**src/rtl/neighbor_table_reader.sv**
```systemverilog
// Scans a neighbor table one entry per cycle and returns the qualified entry with the
// highest Q-value, with fewest hops breaking ties and the earlier address winning full ties.
module neighbor_table_reader #(
    parameter int WORD_WIDTH    = 16,
    parameter int MAX_NEIGHBORS = 64,
    parameter int ADDR_WIDTH    = $clog2(MAX_NEIGHBORS)
) (
    input  logic                  clk,
    input  logic                  nrst,
    input  logic                  start,
    input  logic [WORD_WIDTH-1:0] neighborCount,
    input  logic [WORD_WIDTH-1:0] minEnergy,
    output logic                  rd_en,
    output logic [ADDR_WIDTH-1:0] rd_addr,
    input  logic [WORD_WIDTH-1:0] rdNodeID,
    input  logic [WORD_WIDTH-1:0] rdNodeHops,
    input  logic [WORD_WIDTH-1:0] rdNodeQValue,
    input  logic [WORD_WIDTH-1:0] rdNodeEnergy,
    output logic                  busy,
    output logic                  done,
    output logic                  found,
    output logic [WORD_WIDTH-1:0] bestID,
    output logic [WORD_WIDTH-1:0] bestHops,
    output logic [WORD_WIDTH-1:0] bestQValue,
    output logic [WORD_WIDTH-1:0] bestEnergy
);

    // Request/response protocol: start is a request taken only while busy=0 (IDLE);
    // once taken, busy stays high until the single-cycle done pulse, and found/best*
    // are valid in that done cycle and hold their values until the next done.
    localparam int CNT_W = ADDR_WIDTH + 1;

    typedef enum logic [1:0] {IDLE, SCAN, DRAIN, DONE} state_t;

    state_t                state;
    state_t                state_nxt;

    logic [CNT_W-1:0]      n_q;
    logic [CNT_W-1:0]      n_sat;
    logic [WORD_WIDTH-1:0] min_q;
    logic [ADDR_WIDTH-1:0] addr_q;
    logic                  eval_q;
    logic                  start_acc;
    logic                  last_addr;
    logic                  qualify;
    logic                  better;

    logic                  cand_valid;
    logic [WORD_WIDTH-1:0] cand_id;
    logic [WORD_WIDTH-1:0] cand_hops;
    logic [WORD_WIDTH-1:0] cand_q;
    logic [WORD_WIDTH-1:0] cand_e;

    logic                  held_found;
    logic [WORD_WIDTH-1:0] held_id;
    logic [WORD_WIDTH-1:0] held_hops;
    logic [WORD_WIDTH-1:0] held_q;
    logic [WORD_WIDTH-1:0] held_e;

    assign start_acc = (state == IDLE) && start;
    assign last_addr = ({1'b0, addr_q} == (n_q - CNT_W'(1)));
    assign qualify   = (rdNodeEnergy >= min_q);
    assign better    = !cand_valid
                       || (rdNodeQValue > cand_q)
                       || ((rdNodeQValue == cand_q) && (rdNodeHops < cand_hops));

    always_comb begin
        n_sat = neighborCount[CNT_W-1:0];
        if (neighborCount >= WORD_WIDTH'(MAX_NEIGHBORS)) begin
            n_sat = CNT_W'(MAX_NEIGHBORS);
        end
    end

    // State register
    always_ff @(posedge clk or negedge nrst) begin
        if (!nrst) begin
            state <= IDLE;
        end else begin
            state <= state_nxt;
        end
    end

    // Next-state logic
    always_comb begin
        state_nxt = state;
        case (state)
            IDLE: begin
                if (start) begin
                    state_nxt = (n_sat == '0) ? DONE : SCAN;
                end
            end
            SCAN: begin
                if (last_addr) begin
                    state_nxt = DRAIN;
                end
            end
            DRAIN:   state_nxt = DONE;
            DONE:    state_nxt = IDLE;
            default: state_nxt = IDLE;
        endcase
    end

    // Read address counter, evaluation pipeline and candidate tracking
    always_ff @(posedge clk or negedge nrst) begin
        if (!nrst) begin
            n_q        <= '0;
            min_q      <= '0;
            addr_q     <= '0;
            eval_q     <= 1'b0;
            cand_valid <= 1'b0;
            cand_id    <= '0;
            cand_hops  <= '0;
            cand_q     <= '0;
            cand_e     <= '0;
            held_found <= 1'b0;
            held_id    <= '0;
            held_hops  <= '0;
            held_q     <= '0;
            held_e     <= '0;
        end else begin
            eval_q <= (state == SCAN);

            if (state == SCAN) begin
                addr_q <= last_addr ? '0 : addr_q + ADDR_WIDTH'(1);
            end else begin
                addr_q <= '0;
            end

            // Candidate data is zeroed with the flag so an empty result reads as all zeros.
            if (start_acc) begin
                n_q        <= n_sat;
                min_q      <= minEnergy;
                cand_valid <= 1'b0;
                cand_id    <= '0;
                cand_hops  <= '0;
                cand_q     <= '0;
                cand_e     <= '0;
            end else if (eval_q && qualify && better) begin
                cand_valid <= 1'b1;
                cand_id    <= rdNodeID;
                cand_hops  <= rdNodeHops;
                cand_q     <= rdNodeQValue;
                cand_e     <= rdNodeEnergy;
            end

            if (state == DONE) begin
                held_found <= cand_valid;
                held_id    <= cand_id;
                held_hops  <= cand_hops;
                held_q     <= cand_q;
                held_e     <= cand_e;
            end
        end
    end

    // Outputs: during DONE the result is taken straight from the candidate registers,
    // afterwards from the copy captured at the end of DONE.
    always_comb begin
        rd_en      = (state == SCAN);
        rd_addr    = addr_q;
        busy       = (state != IDLE);
        done       = (state == DONE);
        found      = held_found;
        bestID     = held_id;
        bestHops   = held_hops;
        bestQValue = held_q;
        bestEnergy = held_e;
        if (state == DONE) begin
            found      = cand_valid;
            bestID     = cand_id;
            bestHops   = cand_hops;
            bestQValue = cand_q;
            bestEnergy = cand_e;
        end
    end

endmodule

```
**config.mk**
```make
export PLATFORM = sky130hd
export DESIGN_NAME = neighbor_table_reader
export DESIGN_NICKNAME = d
export VERILOG_FILES = /design/src/rtl/neighbor_table_reader.sv
export SDC_FILE = /design/constraint.sdc
export NUM_CORES = 1
export LEC_CHECK = 0
export ABC_AREA = 1
export CORE_UTILIZATION = 51
export DETAILED_ROUTE_END_ITERATION = 6
export HOLD_SLACK_MARGIN = 0.05
export PLACE_DENSITY = 0.8
export SYNTH_ARGS = -nofsm -noshare
export SYNTH_HDL_FRONTEND = slang
export SYNTH_SLANG_ARGS = --single-unit
```
**constraint.sdc**
```tcl
create_clock -name clk -period 2 [get_ports clk]
set_input_delay 0.4 -clock clk [delete_from_list [all_inputs] [get_ports clk]]
set_output_delay 0.4 -clock clk [all_outputs]
set_load 0.01 [all_outputs]
```
==> results of run 1 <==
[per-layer routing]
metal | track usage (%) | share of wire, % | vias to the layer above
li1 | - | - | 3447
met1 | 39.2 | 34 | 4010
met2 | 60.6 | 49 | 680
met3 | 7.76 | 8.8 | 253
met4 | 23.6 | 7.9 | 0
met5 | 0 | 0 | -
[path summary, 6_finish.rpt]
kind                       cells past startpoint             to  slack, ns            start
setup / recovery                              15  cand_hops[10]      -0.57    rdNodeHops[5]
hold / removal                                 3      cand_q[5]       0.31  rdNodeQValue[5]
setup reg to reg                              15  cand_hops[10]      -0.56     cand_hops[5]
hold reg to reg                                1     held_e[15]       0.51       held_e[15]
max in group asynchronous                      3  cand_hops[12]       0.82             nrst
min in group asynchronous                      2     cand_id[2]       0.51             nrst
[cells by family after synthesis]
family / share of synthesized area [%]
buffers and inverters: 8.55
AO/OA/AOI/OAI: 4.88
flip-flops: 50.2
XOR/XNOR: 1.32
AND/OR/NAND/NOR: 22.0
multiplexers: 4.74
adder cells (fa/ha/maj): 8.36
[power breakdown]
group | switching (mW) | internal, mW
clock network | 1.51 | 2.15
logic | 6.86 | 6.49
registers | 0.950 | 4.62
[metrics by stage]
| stage | cell area (sq um) | hold slack, ns | util (%) | total power, mW |
|---|---|---|---|---|
| floorplan | 8080 | 0.104 | - | 9.49 |
| global placement | 10300 | 0.423 | 67.0 | 12.4 |
| detailed placement | 10300 | 0.433 | 67.0 | 12.7 |
| CTS | 12600 | 0.376 | 82.5 | 19.5 |
| global route | 13400 | 0.342 | 87.7 | 23.4 |
| finish | 13400 | 0.313 | 87.7 | 22.6 |
[registers in the layout, indices dropped and copies added, names as in the netlist]
name	count
held_found	1
held_id	16
min_q	16
eval_q	1
cand_q	16
rd_addr	6
cand_e	16
held_e	16
held_hops	16
n_q	7
cand_valid	1
state	2
cand_hops	16
held_q	16
cand_id	16
[worst min-delay path: cells and delay by family]
| kind | cells | cell delay (ns) |
|---|---|---|
| buffers and inverters | 1 | 0.16 |
| AND/OR/NAND/NOR | 2 | 0.15 |
[layout by cell type, fill, tap and decap left out, drive strengths merged, types with 4 or more instances in the layout]
master	n
dlygate4sd2	10
mux2	34
clkbuf	23
nand4	67
inv	89
nand3	79
buf	206
ha	54
bufinv	4
o21ai	24
dfrtp	162
clkdlybuf4s50	90
diode	4
xnor2	4
nand2	163
nor3	6
a21oi	50
nor2	59
[area by class of cell]
cell class	count	area (sq um)	area share, %
diodes	4	10.0	0.0745
clock buffers	19	443	3.30
clock inverters	13	196	1.46
inverters	83	317	2.36
multi-input cells	557	4560	34.0
flip-flops and latches	162	4050	30.2
well taps	211	264	1.96
repair buffers	314	3590	26.7
[what timing repair did]
action                                  in CTS  in global routing
endpoints found under the setup margin     132                134
endpoints found under the hold margin       56                  0
resized for setup                          527                159
cloned                                      21                  4
buffers inserted                            42                 34
pin swaps                                   58                 81
hold buffers                                 1                  0
==> summary.txt, run 1 <==
Placed design
  – Dpl hpwl: 13.7 mm
  – Final RePlAce weighted congestion: 0.831
  – Post-placement setup slack: -0.620 ns
  – Port Buffers: 172
  – Placed insts: 1,237

STA
  – Setup ws final: -0.568 ns
  – Final period utilization: 128%
  – Slew Viols, Final: 0
  – RSZ-0062 raised after global routing: true
  – Rel. slew slack: 57.4%
  – Setup Skew: 0.0111 ns
  – Post-layout min period: 2.57 ns
  – Final-report hold violation count: 0
  – Achievable Freq: 0.389 GHz
  – Setup Viol. Count Final: 129
  – Sum Neg Setup Slack: -43.14 ns
  – Slew at the pin closest to its max-slew limit: 0.638 ns

Drt
  – Routed WL: 34.1 mm
  – Via Count: 8,390
  – Drc violations: 0
  – Via/cell ratio: 6.16
  – Antenna Violating Nets Remaining: 0
  – Initial DRC count: 997
  – TritonRoute pass-1 iters: 6
  – WL/cell: 25.0 um

Synthesis
  – Post-synth EDFFs: 0
  – Top-area cell type share of the netlist area: 50.2%
  – Most frequent cells after synthesis: 162 x dfrtp_1, 160 x nand2_1, 81 x inv_1
  – Post-synth top flop: dfrtp_1
  – Cell variety after synth: 34
  – Synth Area per Inst: 9.50 sq um
  – Top-count cell post-synth: dfrtp_1
  – Synth Register Bits: 162
  – Synth warnings: 0
  – Cell count after synthesis: 851
  – Post-synth ARST share: 100%
  – Seq/Total Area, Yosys: 50.2%
  – Area leader, netlist: dfrtp_1
  – Ranking of synthesized cells by area: dfrtp_1 50%, ha_1 8.4%, nand2_1 7.4%
  – Synth Net Count: 1,004
  – Synthesized area: 8080 sq um

Clocking
  – Clock slew at reported path FFs: 0.07 ns
  – CTS max path bufs: 2
  – Number of buffers created by CTS: 17
  – Root Buffer: clkbuf_16
  – H-tree Lvls: 4
  – Worst-Skew Late Latency: 0.44 ns
  – CTS tree: done
  – CTS sink count: 162

Pwr
  – VDD IR max: 971 uV
  – Power density cells: 1680 nW/um^2
  – Leak: 6.37 nW

GRT
  – Initial antenna violation count: 3
  – Number of global-route vias before repair: 8,132
  – Largest net degree at the start of global routing: 81
  – Grt total ovfl: 0
  – Gr usage total: 35.2%
  – First-pass GRT wire length: 43.2 mm

Floorplanning
  – Core Area: 15,300 sq um
  – Die height: 128 um
  – DIE WIDTH: 128 um
  – Site Rows: 45
  – Starting Density: 52.8%
  – Die ar.: 16,400 sq um
  – # IOs: 173

Setup path
  – Crit-path max FO: 5
  – Family with the most delay on the worst path: buffers and inverters
  – Data arrival, critical path: 2.89 ns
  – Crit. End Element: register
  – CP max-delay cell: clkdlybuf4s50_1
  – Crit path launch type: input pin
  – Buf/Inv on CP: 5
  – Most used cell, CP: nand2_1
  – CP Cell Sequence: clkdlybuf4s50_1 > ha_4 > nand2_1 > nor2_1 > nand2_1 > nand2_1 > nand2_1 > nand2_2 > nand3_4 > buf_8 > buf_6 > buf_8 > buf_16 > nand4_1 > nand2_1
  – Max stage delay on crit path: 0.53 ns
  – Worst EP required: 2.32 ns
  – Setup Crit Path Kind: input pin to register

Status
  – Violated checks: setup timing
  – Outcome: finished, violations left

Final layout
  – Area growth syn-to-layout: 66.3%
  – Non-Filler Instances: 1,363
  – Nets: 1,288
  – Share of layout cells above drive strength 1: 39.5%
  – Layout fillers: 632

Min path
  – Hold Crit Class: input pin to register

Run
  – Max Cap Viol: 0
Power figures use the tool's default switching activity.
==> run 2: changes to the inputs <==
--- a/config.mk
+++ b/config.mk
@@ -10,6 +10,8 @@
 export DETAILED_ROUTE_END_ITERATION = 6
 export HOLD_SLACK_MARGIN = 0.05
 export PLACE_DENSITY = 0.8
+export REMOVE_ABC_BUFFERS = 1
+export SKIP_CTS_REPAIR_TIMING = 1
 export SYNTH_ARGS = -nofsm -noshare
 export SYNTH_HDL_FRONTEND = slang
 export SYNTH_SLANG_ARGS = --single-unit
==> run 2 against run 1 <==
Effect of this change:
- via count shrank 7.8%
- power decreased by 12%
- count of clock-buffer cells in the layout stayed put
- largest power group unchanged
- clock skew hardly changed
- routed wire length shrank 19%
- the run still ends with setup timing left
- flip-flop and latch count did not move
==> summary.txt, run 2 (synthesis results as in run 1) <==
Drt
  – Initial DRC count: 650 (was 997)
  – Via/cell ratio: 5.82 (was 6.16)
  – Via Count: 7,738 (was 8,390)
  – Antenna Violating Nets Remaining: 0 (unchanged)
  – Drc violations: 0 (unchanged)
  – Routed WL: 27.5 mm (was 34.1 mm)
  – WL/cell: 20.7 um (was 25.0 um)
  – TritonRoute pass-1 iters: 6 (unchanged)

GRT
  – Grt total ovfl: 0 (unchanged)
  – First-pass GRT wire length: 32.0 mm (was 43.2 mm)
  – Initial antenna violation count: 1 (was 3)
  – Largest net degree at the start of global routing: 80 (was 81)
  – Gr usage total: 25.1% (was 35.2%)
  – Number of global-route vias before repair: 6,524 (was 8,132)

Floorplanning
  – # IOs: 173 (unchanged)
  – Site Rows: 45 (unchanged)
  – Die ar.: 16,400 sq um (unchanged)
  – Die height: 128 um (unchanged)
  – DIE WIDTH: 128 um (unchanged)
  – Core Area: 15,300 sq um (unchanged)
  – Starting Density: 52.8% (unchanged)

Setup path
  – Crit-path max FO: 7 (was 5)
  – Most used cell, CP: nand2_1 (unchanged)
  – Buf/Inv on CP: 3 (was 5)
  – Crit. End Element: register (unchanged)
  – Data arrival, critical path: 2.83 ns (was 2.89 ns)
  – Worst EP required: 2.35 ns (was 2.32 ns)
  – Setup Crit Path Kind: input pin to register (unchanged)
  – CP max-delay cell: clkdlybuf4s50_1 (unchanged)
  – Crit path launch type: input pin (unchanged)
  – Family with the most delay on the worst path: simple AND/OR/NAND/NOR gates (was buffers and inverters)
  – Max stage delay on crit path: 0.46 ns (was 0.53 ns)
  – CP Cell Sequence: clkdlybuf4s50_1 > ha_1 > nand2_1 > inv_1 > o21ai_0 > nand3_1 > nand2_1 > nand2_1 > nand2_2 > nand3_4 > nand2_8 > buf_12 > nand3_1 > nand2_1 (was clkdlybuf4s50_1 > ha_4 > nand2_1 > nor2_1 > nand2_1 > nand2_1 > nand2_1 > nand2_2 > nand3_4 > buf_8 > buf_6 > buf_8 > buf_16 > nand4_1 > nand2_1)

STA
  – Post-layout min period: 2.48 ns (was 2.57 ns)
  – Slew Viols, Final: 0 (unchanged)
  – Final-report hold violation count: 0 (unchanged)
  – Achievable Freq: 0.403 GHz (was 0.389 GHz)
  – Slew at the pin closest to its max-slew limit: 0.443 ns (was 0.638 ns)
  – Rel. slew slack: 70.5% (was 57.4%)
  – Sum Neg Setup Slack: -35.20 ns (was -43.14 ns)
  – Setup ws final: -0.479 ns (was -0.568 ns)
  – RSZ-0062 raised after global routing: true (unchanged)
  – Setup Viol. Count Final: 129 (unchanged)
  – Final period utilization: 124% (was 128%)
  – Setup Skew: 0.0112 ns (was 0.0111 ns)

Clocking
  – CTS tree: done (unchanged)
  – CTS max path bufs: 2 (unchanged)
  – Root Buffer: clkbuf_16 (unchanged)
  – Worst-Skew Late Latency: 0.43 ns (was 0.44 ns)
  – Clock slew at reported path FFs: 0.06 ns (was 0.07 ns)
  – CTS sink count: 162 (unchanged)
  – H-tree Lvls: 4 (unchanged)
  – Number of buffers created by CTS: 17 (unchanged)

Pwr
  – Power density cells: 1580 nW/um^2 (was 1680 nW/um^2)
  – VDD IR max: 869 uV (was 971 uV)
  – Design Power: 19.9 mW (was 22.6 mW)
  – Leak: 6.13 nW (was 6.37 nW)

Final layout
  – Area growth syn-to-layout: 56.2% (was 66.3%)
  – Multi-input logic area: 4350 sq um (was 4560 sq um)
  – Most common cell after layout, fill and taps aside: dfrtp_1 (unchanged)
  – Register area: 4050 sq um (unchanged)
  – Nets: 1,255 (was 1,288)
  – Share of layout cells above drive strength 1: 35.0% (was 39.5%)
  – Layout fillers: 835 (was 632)
  – Most frequent cells in the layout: 162 x dfrtp_1, 148 x nand2_1, 90 x clkdlybuf4s50_1, 72 x inv_1, 67 x nand4_1 (was 162 x dfrtp_1, 136 x nand2_1, 90 x clkdlybuf4s50_1, 74 x buf_4, 71 x buf_6)

Status
  – Outcome: finished, violations left (unchanged)
  – Violated checks: setup timing (unchanged)

Placed design
  – Dpl hpwl: 13.3 mm (was 13.7 mm)
  – Final RePlAce weighted congestion: 0.820 (was 0.831)
  – Port Buffers: 172 (unchanged)

Run
  – Max Cap Viol: 0 (unchanged)

Min path
  – Hold Crit Class: input pin to register (unchanged)
==> run 2: per-stage QoR <==
step	std cells	hold WS, ns	utilization, %	area (sq um)	setup slack (ns)
global placement	1238	0.336	67.1	10300	-0.492
global route	1325	0.329	82.3	12600	-0.498
detailed placement	1238	0.338	67.1	10300	-0.514
CTS	1268	-0.105	71.1	10900	-0.613
floorplan	802	0.104	-	7700	-2.38
finish	1330	0.322	82.4	12600	-0.479
==> run 2: metal layers <==
layer	vias up	global-route usage, %	routed length (um)
met5	-	0	0
met4	0	7.96	1370
met3	121	5.34	2140
met2	453	40.7	13600
met1	3793	33.8	10400
li1	3371	-	-
==> run 2: layout make-up <==
| cell class | count | area share [%] |
|---|---|---|
| multi-input cells | 558 | 34.5 |
| flip-flops and latches | 162 | 32.1 |
| repair buffers | 280 | 23.8 |
| clock buffers | 19 | 3.43 |
| inverters | 83 | 2.51 |
| well taps | 211 | 2.09 |
| clock inverters | 11 | 1.49 |
| diodes | 6 | 0.119 |
==> run 2: path summary, 6_finish.rpt <==
path	to	slack (ns)	cells past startpoint	from
max	cand_q[13]	-0.48	14	rdNodeQValue[3]
min in group asynchronous	held_q[7]	0.49	2	nrst
max in group asynchronous	min_q[13]	0.86	3	nrst
max reg2reg	cand_q[13]	-0.42	11	cand_hops[13]
min	cand_e[11]	0.32	3	rdNodeEnergy[11]
min reg2reg	held_id[15]	0.49	1	held_id[15]
==> run 2: worst register-to-register path, cell delays in order, from the launching register on <==
cell and delay, ns:
dfrtp_1 0.37, inv_1 0.10, ha_1 0.31, nand2_1 0.12, nor4_2 0.37, nand2_1 0.13, nand2_2 0.13, nand3_4 0.21
nand2_8 0.22, buf_12 0.18, nand3_1 0.12, nand2_1 0.10
==> run 2: power breakdown <==
group | leakage (nW) | switching [mW] | internal [mW] | total [mW]
clock | 0.306 | 1.32 | 2.20 | 3.52
combinational | 3.73 | 5.80 | 5.18 | 11.0
sequential | 2.09 | 0.807 | 4.62 | 5.42
total | 6.13 | 7.93 | 12.0 | 19.9
==> run 3: changes to the inputs <==
--- a/config.mk
+++ b/config.mk
@@ -6,11 +6,13 @@
 export NUM_CORES = 1
 export LEC_CHECK = 0
 export ABC_AREA = 1
-export CORE_UTILIZATION = 51
+export CORE_UTILIZATION = 53
+export CTS_BUF_LIST = sky130_fd_sc_hd__clkbuf_8
 export DETAILED_ROUTE_END_ITERATION = 6
 export HOLD_SLACK_MARGIN = 0.05
-export PLACE_DENSITY = 0.8
+export PLACE_DENSITY = 0.83
 export REMOVE_ABC_BUFFERS = 1
+export SETUP_SLACK_MARGIN = 0.5
 export SKIP_CTS_REPAIR_TIMING = 1
 export SYNTH_ARGS = -nofsm -noshare
 export SYNTH_HDL_FRONTEND = slang
==> run 3 against run 2 <==
Effect of this change:
- the flow finishes with violations (DRC, setup timing)
- register-to-register slack got worse by 0.03 ns
- clock skew rose by 0.0086 ns
- largest power group unchanged
- sequential power rose by 0.9%
- largest cell class unchanged
- routed wire length rose by 15%
- global-route usage rose by 0.54 points
- utilization rose by 7.8 points
- first-iteration DRC count rose by 16%
- combinational power rose by 13%
- power rose by 4.6%
- final area rose by 5.0%
==> summary.txt, run 3 (synthesis results as in run 1) <==
Setup path
  – Reg2reg end: cand_q[11] (was cand_q[13])
  – Crit-path max FO: 8 (was 7)
  – Data arrival, critical path: 2.86 ns (was 2.83 ns)
  – Reg2Reg Depth: 15 (was 11)
  – Critical path origin: cand_q[11] (was rdNodeQValue[3])
  – Buf/Inv on CP: 4 (was 3)
  – Crit path launch type: register (was input pin)
  – Critical path depth: 15 (was 14)
  – Crit path capture: cand_q[11] (was cand_q[13])
  – Max stage delay on crit path: 0.42 ns (was 0.46 ns)
  – Reg-to-Reg Start: cand_q[11] (was cand_hops[13])
  – CP max-delay cell: dfrtp_1 (was clkdlybuf4s50_1)
  – Family with the most delay on the worst path: simple AND/OR/NAND/NOR gates (unchanged)
  – Crit. End Element: register (unchanged)
  – Most used cell, CP: nand2_1 (unchanged)
  – R2R Setup Slk: -0.45 ns (was -0.42 ns)
  – Setup Crit Path Kind: register to register (was input pin to register)
  – Worst EP required: 2.41 ns (was 2.35 ns)
  – CP Cell Sequence: inv_2 > ha_4 > nand2_1 > nor2_4 > nand3b_1 > nor2_2 > nand2_1 > nor2_2 > nand2_2 > nand3_4 > buf_12 > buf_8 > clkbuf_16 > nand4_1 > nand2_1 (was clkdlybuf4s50_1 > ha_1 > nand2_1 > inv_1 > o21ai_0 > nand3_1 > nand2_1 > nand2_1 > nand2_2 > nand3_4 > nand2_8 > buf_12 > nand3_1 > nand2_1)

Placed design
  – Dpl cell area: 10,300 sq um (about the same)
  – Dpl hpwl: 14.2 mm (was 13.3 mm)
  – Port Buffers: 172 (unchanged)
  – Final RePlAce weighted congestion: 0.841 (was 0.820)
  – Post-placement setup slack: -0.572 ns (was -0.514 ns)
  – Placed insts: 1,221 (was 1,238)

Clocking
  – H-tree Lvls: 4 (unchanged)
  – Root Buffer: clkbuf_8 (was clkbuf_16)
  – CTS tree: done (unchanged)
  – Number of buffers created by CTS: 17 (unchanged)
  – CTS sink count: 162 (unchanged)
  – Worst-Skew Late Latency: 0.48 ns (was 0.43 ns)
  – CTS max path bufs: 2 (unchanged)
  – Clock slew at reported path FFs: 0.10 ns (was 0.06 ns)

Final layout
  – Non-Filler Instances: 1,341 (was 1,330)
  – Most common cell after layout, fill and taps aside: dfrtp_1 (unchanged)
  – Ant. Diodes: 0 (was 6)
  – Post-route cell area: 13,300 sq um (was 12,600 sq um)
  – Nets: 1,298 (was 1,255)
  – Area growth syn-to-layout: 64.0% (was 56.2%)
  – Share of layout cells above drive strength 1: 41.8% (was 35.0%)
  – Most frequent cells in the layout: 160 x dfrtp_1, 136 x nand2_1, 92 x clkdlybuf4s50_1, 82 x buf_4, 67 x nand4_1 (was 162 x dfrtp_1, 148 x nand2_1, 90 x clkdlybuf4s50_1, 72 x inv_1, 67 x nand4_1)
  – Post-layout util: 90.2% (was 82.4%)

STA
  – RSZ-0062 raised after global routing: true (unchanged)
  – Slew at the pin closest to its max-slew limit: 0.468 ns (was 0.443 ns)
  – Rel. slew slack: 68.8% (was 70.5%)
  – Setup Viol. Count Final: 132 (was 129)
  – Setup ws final: -0.455 ns (was -0.479 ns)
  – Slew Viols, Final: 0 (unchanged)
  – Final period utilization: 123% (was 124%)
  – Final hold slack: 0.342 ns (was 0.322 ns)
  – Final-report hold violation count: 0 (unchanged)
  – Sum Neg Setup Slack: -42.51 ns (was -35.20 ns)
  – Achievable Freq: 0.407 GHz (was 0.403 GHz)
  – Setup Skew: 0.0197 ns (was 0.0112 ns)
  – Post-layout min period: 2.45 ns (was 2.48 ns)

Status
  – Violated checks: DRC, setup timing (was setup timing)
  – Outcome: finished, violations left (unchanged)

Pwr
  – Leak: 6.45 nW (was 6.13 nW)
  – Switching pwr: 8.58 mW (was 7.93 mW)
  – VDD IR max: 891 uV (was 869 uV)
  – Power density cells: 1570 nW/um^2 (was 1580 nW/um^2)
  – Clock Power Share: 14.0% (was 17.7%)
  – Design Power: 20.8 mW (was 19.9 mW)
  – Internal power: 12.3 mW (was 12.0 mW)
  – Comb power frac: 59.7% (was 55.1%)
  – Sw frac: 41.2% (was 39.8%)
  – Seq pwr share: 26.2% (was 27.2%)

Floorplanning
  – Site Rows: 44 (was 45)
  – Core Area: 14,700 sq um (was 15,300 sq um)
  – Die ar.: 15,700 sq um (was 16,400 sq um)
  – Starting Density: 55.0% (was 52.8%)
  – DIE WIDTH: 125 um (was 128 um)
  – # IOs: 173 (unchanged)
  – Die height: 125 um (was 128 um)

Drt
  – Initial DRC count: 757 (was 650)
  – Drc violations: 14 (was 0)
  – TritonRoute pass-1 iters: 7 (was 6)
  – WL/cell: 23.7 um (was 20.7 um)
  – Antenna Violating Nets Remaining: 0 (unchanged)
  – Via/cell ratio: 6.17 (was 5.82)
  – Via Count: 8,275 (was 7,738)
  – Routed WL: 31.7 mm (was 27.5 mm)

Min path
  – Hold Crit Class: input pin to register (unchanged)

Run
  – Max Cap Viol: 0 (unchanged)

GRT
  – Largest net degree at the start of global routing: 61 (was 80)
  – Number of global-route vias before repair: 6,684 (was 6,524)
  – Grt total ovfl: 0 (unchanged)
  – Initial antenna violation count: 0 (was 1)
  – Gr usage total: 25.6% (was 25.1%)
  – First-pass GRT wire length: 31.9 mm (was 32.0 mm)
## run 3: cell types whose count changed in the layout (fill, tap and decap cells not counted), sizes merged, moves of 2 or more
cell           previous run  this run
buf                     146       186
clkbuf                   46        52
diode                     6         0
dlymetal6s2s             16        10
clkinv                    7         3
clkdlybuf4s50            90        92
clkinvlp                  0         2
inv                      82        84
## run 3: power by group through the flow
stage               combinational, mW  clock, mW  sequential [mW]
detailed placement               7.59          0             5.21
global route                     13.0       3.07             5.57
floorplan                        3.96          0             5.04
global placement                 7.32          0             5.15
finish                           12.4       2.93             5.47
CTS                              7.66       2.88             5.15
## run 3: how the worst min path moves through the flow
stage | depth (start not counted) | slack, ns | endpoint | startpoint
after floorplan | 0 | 0.10 | cand_e[0] | nrst
after global placement | 1 | 0.36 | held_q[7] | nrst
after detailed placement | 1 | 0.36 | held_q[7] | nrst
after CTS | 1 | -0.13 | held_q[3] | nrst
after global routing | 3 | 0.33 | cand_q[14] | rdNodeQValue[14]
final | 3 | 0.34 | cand_q[14] | rdNodeQValue[14]
## run 3: area by class of cell
cell class                 count  area (sq um)
clock buffer                  19           262
clock inverter                12           213
fill                         541          1440
inverter                      83           334
multi-input combinational    559          4590
sequential                   162          4060
tap                          184           230
timing repair buffer         322          3580
## run 3: layer usage
metal | GRT usage (%) | up-vias | part of all wire, % | wire length [um]
li1 | - | 3452 | - | -
met1 | 32.5 | 4069 | 36 | 11300
met2 | 43.4 | 555 | 50 | 15900
met3 | 6.29 | 199 | 7.6 | 2420
met4 | 7.75 | 0 | 6.7 | 2130
met5 | 0 | - | 0 | 0
## run 3: worst register-to-register path: stages, from the launching register on
cell and delay, ns:
dfrtp_1 0.42, inv_2 0.09, ha_4 0.28, nand2_1 0.08, nor2_4 0.10, nand3b_1 0.10, nor2_2 0.18, nand2_1 0.10
nor2_2 0.17, nand2_2 0.10, nand3_4 0.12, buf_12 0.14, buf_8 0.13, clkbuf_16 0.16, nand4_1 0.10, nand2_1 0.13
